File: src/rtl/multicycle_control_unit.sv
// Multicycle control unit: steps one instruction through EXEC/MEM/WB.
// Handles memory req/ack with timeout, and vector pixel load/store.
module multicycle_control_unit #(
  parameter int NUM_CH   = 3,
  parameter int CH_W     = 2,
  parameter int WAIT_MAX = 15
) (
  input  logic            clk,
  input  logic            rst,
  input  logic            instr_valid,
  output logic            instr_ready,
  input  logic [1:0]      tipo,
  input  logic [1:0]      op,
  input  logic            Inm,
  input  logic            vec,
  input  logic            mem_ack,
  output logic            RegWrite,
  output logic [1:0]      ImmSrc,
  output logic            ALUSrc,
  output logic [1:0]      ALUOp,
  output logic            MemRead,
  output logic            MemWrite,
  output logic            ResultSrc,
  output logic            Branch,
  output logic            Jump,
  output logic            PCDirection,
  output logic            PCReturnSignal,
  output logic [CH_W-1:0] Channel,
  output logic            PCWrite,
  output logic            err
);

  localparam int CW = $clog2(WAIT_MAX + 1);
  localparam logic [CH_W-1:0] LAST_CH = CH_W'(NUM_CH);
  localparam logic [CW-1:0] CNT_LAST = CW'(WAIT_MAX - 1);

  typedef enum logic [2:0] {
    S_IDLE,
    S_EXEC,
    S_MEM,
    S_WB,
    S_RETIRE,
    S_ERR
  } state_t;

  state_t state, next;

  logic [1:0]      tipo_q, op_q;
  logic            inm_q, vec_q;
  logic [CH_W-1:0] ch_q;
  logic [CW-1:0]   cnt;
  logic            err_q;

  logic is_load, is_store, more_ch;
  logic accept, timeout, illegal_in, advance;

  assign is_load  = (tipo_q == 2'b01) && (op_q != 2'b00);
  assign is_store = (tipo_q == 2'b11) && (op_q != 2'b00);
  assign more_ch  = vec_q && (ch_q < LAST_CH);

  assign accept     = (state == S_IDLE) && instr_valid;
  assign illegal_in = (tipo == 2'b10) && (op == 2'b11);
  assign timeout    = (state == S_MEM) && !mem_ack && (cnt == CNT_LAST);
  assign advance    = ((state == S_WB) && is_load && more_ch) ||
                      ((state == S_MEM) && mem_ack && is_store && more_ch);

  assign ImmSrc = 2'b00;
  assign err    = err_q;

  // State register
  always_ff @(posedge clk) begin
    if (rst) state <= S_IDLE;
    else     state <= next;
  end

  // Latched instruction fields, channel, wait counter and sticky error
  always_ff @(posedge clk) begin
    if (rst) begin
      tipo_q <= '0;
      op_q   <= '0;
      inm_q  <= 1'b0;
      vec_q  <= 1'b0;
      ch_q   <= '0;
      cnt    <= '0;
      err_q  <= 1'b0;
    end else begin
      if (accept) begin
        tipo_q <= tipo;
        op_q   <= op;
        inm_q  <= Inm;
        vec_q  <= vec;
        ch_q   <= vec ? CH_W'(1) : CH_W'(op);
      end else if (advance) begin
        ch_q <= ch_q + CH_W'(1);
      end
      if ((state == S_MEM) && !mem_ack) cnt <= cnt + CW'(1);
      else                              cnt <= '0;
      if ((accept && illegal_in) || timeout) err_q <= 1'b1;
    end
  end

  // Next-state and Moore output decode
  always_comb begin
    next           = state;
    instr_ready    = 1'b0;
    RegWrite       = 1'b0;
    ALUSrc         = 1'b0;
    ALUOp          = 2'b00;
    MemRead        = 1'b0;
    MemWrite       = 1'b0;
    ResultSrc      = 1'b0;
    Branch         = 1'b0;
    Jump           = 1'b0;
    PCDirection    = 1'b0;
    PCReturnSignal = 1'b0;
    Channel        = '0;
    PCWrite        = 1'b0;
    unique case (state)
      S_IDLE: begin
        instr_ready = 1'b1;
        if (instr_valid) begin
          unique case (1'b1)
            (tipo == 2'b00):                    next = S_EXEC;
            (tipo == 2'b01 && op == 2'b00):     next = S_WB;
            (tipo == 2'b10 && op == 2'b11):     next = S_ERR;
            (tipo == 2'b10 && op != 2'b11):     next = S_EXEC;
            (tipo == 2'b11 && op == 2'b00):     next = S_EXEC;
            default:                            next = S_MEM;
          endcase
        end
      end
      S_EXEC: begin
        next = S_IDLE;
        if (tipo_q == 2'b00) begin
          ALUOp  = 2'b10;
          ALUSrc = inm_q;
          next   = S_WB;
        end else begin
          PCWrite = 1'b1;
          case ({tipo_q, op_q})
            4'b1000: begin
              Jump        = 1'b1;
              PCDirection = inm_q;
            end
            4'b1001: begin
              Jump     = 1'b1;
              RegWrite = 1'b1;
            end
            4'b1010: begin
              Branch      = 1'b1;
              ALUOp       = 2'b01;
              PCDirection = inm_q;
            end
            default: begin
              Jump           = 1'b1;
              PCReturnSignal = 1'b1;
            end
          endcase
        end
      end
      S_MEM: begin
        MemRead  = (tipo_q == 2'b01);
        MemWrite = (tipo_q == 2'b11);
        ALUSrc   = inm_q;
        Channel  = ch_q;
        if (mem_ack) begin
          if (is_store) next = more_ch ? S_MEM : S_RETIRE;
          else          next = S_WB;
        end else if (cnt == CNT_LAST) begin
          next = S_IDLE;
        end
      end
      S_WB: begin
        RegWrite = 1'b1;
        next     = S_IDLE;
        if (tipo_q == 2'b00) begin
          PCWrite = 1'b1;
        end else if (op_q == 2'b00) begin
          ALUSrc  = inm_q;
          PCWrite = 1'b1;
        end else begin
          ResultSrc = 1'b1;
          Channel   = ch_q;
          PCWrite   = !more_ch;
          if (more_ch) next = S_MEM;
        end
      end
      S_RETIRE: begin
        PCWrite = 1'b1;
        next    = S_IDLE;
      end
      S_ERR: next = S_IDLE;
      default: next = S_IDLE;
    endcase
  end

endmodule
File: config.mk
export PLATFORM = sky130hd
export DESIGN_NAME = multicycle_control_unit
export DESIGN_NICKNAME = d
export VERILOG_FILES = /design/src/rtl/multicycle_control_unit.sv
export SDC_FILE = /design/constraint.sdc
export NUM_CORES = 1
export LEC_CHECK = 0
export ABC_AREA = 1
export CAP_MARGIN = 20
export CORE_MARGIN = 1
export CORE_UTILIZATION = 47
export DETAILED_ROUTE_END_ITERATION = 12
export MAX_ROUTING_LAYER = met4
export PLACE_DENSITY = 0.78
export SKIP_CTS_REPAIR_TIMING = 1
export SYNTH_ARGS = -nofsm -noshare
export SYNTH_HDL_FRONTEND = slang
export SYNTH_SLANG_ARGS = --single-unit
File: constraint.sdc
create_clock -name clk -period 1.75 [get_ports clk]
set_input_delay 0.4375 -clock clk [delete_from_list [all_inputs] [get_ports clk]]
set_output_delay 0.4375 -clock clk [all_outputs]
set_load 0.005 [all_outputs]
# Word level (Yosys, flattened, before mapping)
# Index checks and enable logic that the tools add are counted.
# totals
register_bits	16
latch_bits	0
ram_bits	0
rom_bits	0
in_bits	10
elab_cells	110
n_memories	0
# classes
add_sub_neg	2
multipliers	0
div	0
magnitude_cmp	1
eq_ne	17
shift	0
n_mux	49
bitwise_logic	1
reduce_logical	32
# op_table
op	n
1-bit two-way mux	27
2-bit two-way mux	11
4-bit equality test (second input constant)	4
1-bit logical AND	16
3-bit two-way mux	5
3-bit case mux with 4 select lines	1
3-bit case mux with 3 select lines	1
2-bit equality test (second input constant)	4
2-bit logical NOT	4
3-bit by 2-bit equality test with 1-bit output (second input constant)	2
1-bit case mux with 3 select lines	2
3-bit OR reduction	2
4-bit by 1-bit adder with 4-bit output (second input constant)	1
2-bit by 1-bit equality test with 1-bit output (second input constant)	2
2-bit != test (second input constant)	2
2-bit case mux with 2 select lines	1
2-bit nonzero test	2
2-bit OR reduction	2
3-bit by 1-bit equality test with 1-bit output (second input constant)	1
3-bit equality test (second input constant)	1
3-bit logical NOT	1
3-bit by 2-bit != test with 1-bit output (second input constant)	1
2-bit by 1-bit adder with 2-bit output (second input constant)	1
1-bit logical NOT	2
other kinds (5)	6

# Longest topological paths before layout
# Gate-level depths: netlist of the first run.
# depth
ltp_word	7
mapped_depth	10
depth_no_buf	10

# Worst setup path before layout of the first run
# Ideal clock, no wire load.
# synth_timing
path_type	reg2out
from	register state[1]
to	output port Channel[0]
t_arrival_ns	1.038
required_time_ns	1.312
slack_ns	0.274
stages_incl_launch_ff	7
path_buffers	0
path_cell_list	dfxtp_1 -> nand2_1 -> nor2_2 -> inv_2 -> nor3_2 -> nor2_1 -> nor2_1
# synth_via
elab_chain_cells	2
# synth_rtl
item	line_no	rtl
start, declared	46	state_t state, next;
start signal, assigned	73	else state <= next;
3-bit by 2-bit equality test with 1-bit output	118	unique case (state)
2-bit case mux with 2 select lines (*)	118	
end, declared	28	output logic [CH_W-1:0] Channel,
# Every way passes the cells marked *; elsewhere a longest branch is shown, timed or not.

# Worst setup path after layout of the first run
# layout_timing
from	register state[0]
to	output port Channel[1]
# Same word-level chain as after synthesis.

==> run metrics, run 1 <==
result of the run=finished, violations left; violated checks=setup timing; Post-DP HPWL=2090 um; max frequency=489 MHz; Final ANT Viol Nets=0; Vias per Instance=5.40; number of slew-limit violations in the final report=0; instance area at placement=0.00149 mm2; Design Area, Final=approximately 0.0017 mm2; WP data arrival=1.61 ns; Period minus WS final=2.05 ns; overall routed net length=around 3700 um; reg-to-reg endpoint=ch_q[1]; clk sinks=16; cells traversed along the worst timing path=buf_6 > nand2_4 > nor2_4 > inv_2 > nor3_4 > buf_6 > nor2_4 > nor2_1 > buf_2; Final #Nets=about 240; clock-pin slew on the worst setup and hold paths=0.09 ns; layout overhead on the synthesized area=67.3%; initial antenna violation count=0; final-layout worst hold slack=0.470 ns; routed length per placed instance=~15 um; register bit total from synthesis=16; total length of routed met3 wires=272 um; Power Density=802 mW/mm2; post-synthesis cell count=roughly 160; clock root buffer=clkbuf_4; number of synthesis warnings=0; Detail Route met2 WL=1890 um; number of distinct standard cells referenced by the synthesized netlist=31; Critical R2R Launch=state[0]; initial core utilization=between 50% and 60%; TritonCTS buffer count=3; Avg Inst Size Synth=6.60 um2; top layer reached by signal wires=met4; depth of the worst register-to-register path=13; antenna cell count=0; Placement Rows=16; Setup Viol. Count Final=14; Worst setup SP type=flip-flop; GR Overflow Total=0; layout cells sized above 1=~46%; startpoint of the most critical hold path=cnt[0]; total of max-cap violations=0; clk_skew=0.000991 ns; Critical Path End Type=output port; largest net degree at the start of global routing=15; Detailed Route Iter0 Violations=44; global-route wire length before repair=4600 um; slowest cell on the critical path=dfxtp_2; crit path kind=flip-flop to output port; peak per-stage delay on the critical path=0.36 ns; family of cells with the greatest summed delay on the critical path=simple AND/OR/NAND/NOR gates; setup slack at placement=-0.217 ns; die height=49.1 um; final hold violation count=0; Routed met1 length=1380 um; Cell Area, Synth=0.00104 mm2; number of buffers and inverters on the critical path=4; Overall Global Routing Usage=between 20 and 25%; highest fanout seen on the critical path=3; Static Leak=0.879 nW; PortBufs=25; maximum clock insertion buffer count=2; IO Count=28; core area=0.00202 mm2; router iterations before antenna repair=6; setup slack of the most critical reg-to-reg path=about 0.10 ns; unrepaired setup endpoints after global routing=true; final clock period utilization by the worst path=117%; Worst Hold Class=flip-flop to flip-flop; setup slack after layout=-0.296 ns; CTS H-Tree Depth=1; Hold Path Sink=cnt[0]; Die W=49.1 um; critical path data required time=about 1.3 ns; Vias=1,333; Design Power=1.40 mW; hold-critical path depth=1; Residual DRC=0; clock latency on the worst-skew pair=0.29 ns; gpl congestion=about 0.87; CTS tree=yes; area of the die=approximately 0.0024 mm2; VDD IR max=0.626 mV; via count of the first global-routing pass=1,099; fraction of the yosys area taken by sequential cells=30.7%
registers in the layout, indices dropped and copies added (netlist names):
| name | flops |
|---|---|
| cnt | 4 |
| state | 3 |
| ch_q | 2 |
| op_q | 2 |
| tipo_q | 2 |
| err | 1 |
| inm_q | 1 |
| vec_q | 1 |
Yosys cell counts:
cell type / instances / share of area [%]
xor2_1: 1 / 0.84
and3_1: 1 / 0.60
ha_1: 3 / 3.6
o31ai_1: 2 / 1.4
nor2_4: 1 / 1.1
dfxtp_1: 16 / 31
nand4_1: 3 / 1.8
nor3b_2: 1 / 1.2
nand2_1: 31 / 11
and2_1: 1 / 0.60
clkinv_1: 1 / 0.36
nand3b_1: 2 / 1.4
nand3_1: 12 / 5.8
nor4_1: 1 / 0.60
nand2_4: 1 / 1.1
inv_2: 6 / 2.2
conb_1: 1 / 0.36
o21ai_1: 4 / 1.9
nand3_2: 1 / 0.96
buf_6: 1 / 1.1
nor2_1: 22 / 7.9
o21ai_0: 1 / 0.48
a31oi_1: 1 / 0.60
nor3_2: 2 / 1.9
nor2_8: 1 / 1.9
buf_4: 3 / 2.2
xnor2_1: 1 / 0.84
a21oi_1: 10 / 4.8
nor2_2: 3 / 1.8
nor3_1: 2 / 0.96
inv_1: 22 / 7.9
power breakdown:
part / switching (mW) / total (mW) / internal (mW)
clock network: 0.116 / 0.196 / 0.0800
logic: 0.394 / 0.745 / 0.351
registers: 0.0495 / 0.460 / 0.410
total: 0.559 / 1.40 / 0.841
area by class of cell:
class                      instances  area (um2)
sequential                        16         340
tap                               27        33.8
fill                             109         277
clock buffer                       3        22.5
inverter                          29         114
timing repair buffer              62         517
multi-input combinational        110         718
cells in the final DEF (no fill, tap or decap), types with 2 or more instances in the layout:
cell type        netlist  layout
nor3_4                 0       3
dfxtp_2                0       4
dfxtp_1               16       8
nor2_4                 1       7
nor2_2                 3       4
a21oi_1               10       9
nand3b_1               2       2
nand4_1                3       3
buf_6                  1      11
nand2_1               31      24
conb_1                 1       2
nand2_4                1       3
nand2_2                0       5
inv_4                  0       2
dfxtp_4                0       4
buf_4                  3      27
buf_2                  0       6
clkbuf_2               0       5
ha_1                   3       2
inv_2                  6       9
inv_1                 22      17
clkdlybuf4s50_1        0      11
o21ai_1                4       4
nor2_1                22      15
dlymetal6s2s_1         0       2
nand3_1               12      11
clkbuf_4               0       3
through the flow:
stage | util (%) | setup TNS (ns) | cells
2_1_floorplan | - | 0 | 159
3_3_place_gp | 73.5 | -0.895 | 232
3_5_place_dp | 73.5 | -1.90 | 232
4_1_cts | 74.6 | -6.56 | 235
5_1_grt | 86.3 | -2.74 | 247
6_report | 86.3 | -2.23 | 247
layer usage:
metal  up-vias  global-route usage, %
li1        622                      -
met1       608                   28.1
met2        81                   45.2
met3        22                   2.18
met4         0                   8.82
met5         -                      -
worst max-delay path by stage:
stage | from | to | cells past startpoint
final | state[0] | Channel[1] | 9
after global routing | state[0] | Channel[1] | 9
after CTS | state[0] | RegWrite | 5
after detailed placement | state[0] | RegWrite | 5
after global placement | state[2] | RegWrite | 4
after floorplan | state[1] | Channel[0] | 6
cell families after synthesis:
kind of cell             after synthesis  share of synthesized area (%)
AND/OR/NAND/NOR                       85                           40.8
adder cells (fa/ha/maj)                3                           3.60
flip-flops                            16                           30.7
other                                  1                          0.359
XOR/XNOR                               2                           1.68
AO/OA/AOI/OAI                         18                           9.23
buffers and inverters                 33                           13.7
Power figures use the tool's default switching activity.
==> run 2: changes to the inputs <==
- CORE_ASPECT_RATIO: default -> 1.2
==> run metrics, run 2 (synthesized netlist as in run 1, its figures left out) <==
layout cells sized above 1=44.1% (-2.3 points); commonest non-fill, non-tap cell in the layout=nand2_1; WP data arrival=1.55 ns (-0.06 ns); core area=0.00207 mm2 (+2.5%); largest registers=cnt (4), state (3); TritonCTS buffer count=3 (unchanged); combinational fraction of design power=49.0% (-4.2 points); clk sinks=16 (unchanged); IO Count=28 (unchanged); sequential cell fraction of total power=33.2% (+0.4 points); PortBufs=25 (unchanged); Worst Hold Class=flip-flop to flip-flop; antenna cell count=0 (unchanged); via count of the first global-routing pass=1,074 (-2.3%); Post-DP HPWL=2100 um (+0.16%); slowest cell on the critical path=clkdlybuf4s50_1; commonest non-fill, non-tap cells in the layout=27 x nand2_1, 26 x buf_4, 16 x inv_1, 16 x nor2_1, 13 x buf_6; router iterations before antenna repair=4 (-2); Detailed Route Iter0 Violations=34 (-23%); dpl cells=236 (+1.7%); register bank with the most flops=cnt; number of slew-limit violations in the final report=0 (unchanged); critical path data required time=1.31 ns (about the same); setup slack after layout=-0.242 ns (+0.0546 ns); die height=53.6 um (+9.2%); initial core utilization=50.4% (-1.2 points); crit path kind=flip-flop to output port; Period minus WS final=1.99 ns (-0.0546 ns); cells traversed along the worst timing path=nor3_4 > nand2_1 > inv_1 > clkdlybuf4s50_1; maximum clock insertion buffer count=2 (unchanged); max frequency=502 MHz (+2.7%); VDD IR max=0.828 mV (+32%); Die W=45.0 um (-8.4%); result of the run=finished, violations left; gpl congestion=0.910 (+4.7%); Worst setup SP type=flip-flop; area of the die=0.00241 mm2 (about the same); Final #Nets=234 (-0.43%); violated checks=setup timing; initial antenna violation count=0 (unchanged); Largest register FFs=4 (unchanged); routed length per placed instance=12.4 um (-18%); Power Density=800 mW/mm2 (-0.30%); final clock period utilization by the worst path=114% (-3.1 points); total of max-cap violations=0 (unchanged); clock latency on the worst-skew pair=0.30 ns (about the same); global-route wire length before repair=4340 um (-5.7%); layout overhead on the synthesized area=67.6%; switching power=0.523 mW (-6.5%); internal power component=0.876 mW (+4.2%); Vias per Instance=4.91 (-9.1%); Residual DRC=0 (unchanged); Overall Global Routing Usage=25.4% (+0.46 points); GR Overflow Total=0 (unchanged); post-route core utilization=84.4% (-1.9 points); clock root buffer=clkbuf_4; peak per-stage delay on the critical path=0.49 ns (+0.13 ns); Setup Viol. Count Final=10 (-4); clk_skew=0.00845 ns (+0.00746 ns); part of the power in the clock network=17.7% (+3.7 points); family of cells with the greatest summed delay on the critical path=buffers and inverters; Static Leak=0.877 nW (-0.25%); final hold violation count=0 (unchanged); CTS tree=yes; Final ANT Viol Nets=0 (unchanged); unrepaired setup endpoints after global routing=true; Vias=1,227 (-8.0%); filler-free cell count of the finished design=250 (+1.2%); largest net degree at the start of global routing=15 (unchanged); Critical Path End Type=output port; number of buffers and inverters on the critical path=2 (-2); overall routed net length=3090 um (-17%); highest fanout seen on the critical path=3 (unchanged); fraction of power spent switching nets=37.4% (-2.6 points); Placement Rows=18 (+2); CTS H-Tree Depth=1 (unchanged); clock-pin slew on the worst setup and hold paths=0.08 ns (about the same)
==> run 2: worst paths after layout <==
| check | startpoint | end | slack, ns | cells past startpoint |
|---|---|---|---|---|
| setup / recovery | state[1] | ALUOp[1] | -0.24 | 4 |
| hold / removal | cnt[0] | cnt[0] | 0.47 | 1 |
| setup reg to reg | state[2] | state[1] | 0.13 | 12 |
| hold reg to reg | cnt[0] | cnt[0] | 0.47 | 1 |
==> run 2: routing by layer <==
| metal | GRT usage [%] | vias up | wire length [um] |
|---|---|---|---|
| li1 | - | 623 | - |
| met5 | - | - | 0 |
| met1 | 27.8 | 555 | 1220 |
| met4 | 13.1 | 0 | 54 |
| met3 | 3.02 | 8 | 132 |
| met2 | 44.4 | 41 | 1690 |
==> run 2: area by class of cell <==
type / count / area, um2
inverters: 29 / 116
clock buffers: 4 / 36.3
repair buffers: 61 / 522
multi-input cells: 110 / 692
well taps: 30 / 37.5
fillers: 131 / 323
flip-flops and latches: 16 / 345
==> run 2: worst reg2reg max path, cell delays in order, from the launching register on <==
cell     delay (ns)
dfxtp_4        0.37
buf_6          0.12
inv_4          0.05
nand3_4        0.07
buf_6          0.14
buf_4          0.13
buf_4          0.13
nor2_2         0.11
buf_4          0.13
nand2_1        0.04
nand2_1        0.07
o21ai_1        0.06
a21oi_1        0.13
==> run 2: stage by stage <==
stage	cell area [um2]	hold slack, ns	setup TNS [ns]	worst slack (ns)	power (mW)
2_1_floorplan	1050	0.430	0	0.274	0.740
6_report	1750	0.474	-1.20	-0.242	1.40
3_3_place_gp	1500	0.443	-0.841	-0.137	0.974
5_1_grt	1750	0.510	-1.89	-0.315	1.49
4_1_cts	1530	0.468	-6.20	-0.544	1.24
3_5_place_dp	1500	0.455	-1.33	-0.208	0.990
==> run 2: power groups by stage <==
stage | Combinational, mW | Clock (mW) | Sequential [mW]
finish | 0.686 | 0.248 | 0.465
global route | 0.750 | 0.271 | 0.470
CTS | 0.553 | 0.254 | 0.431
detailed placement | 0.550 | 0 | 0.440
global placement | 0.536 | 0 | 0.438
floorplan | 0.294 | 0 | 0.446
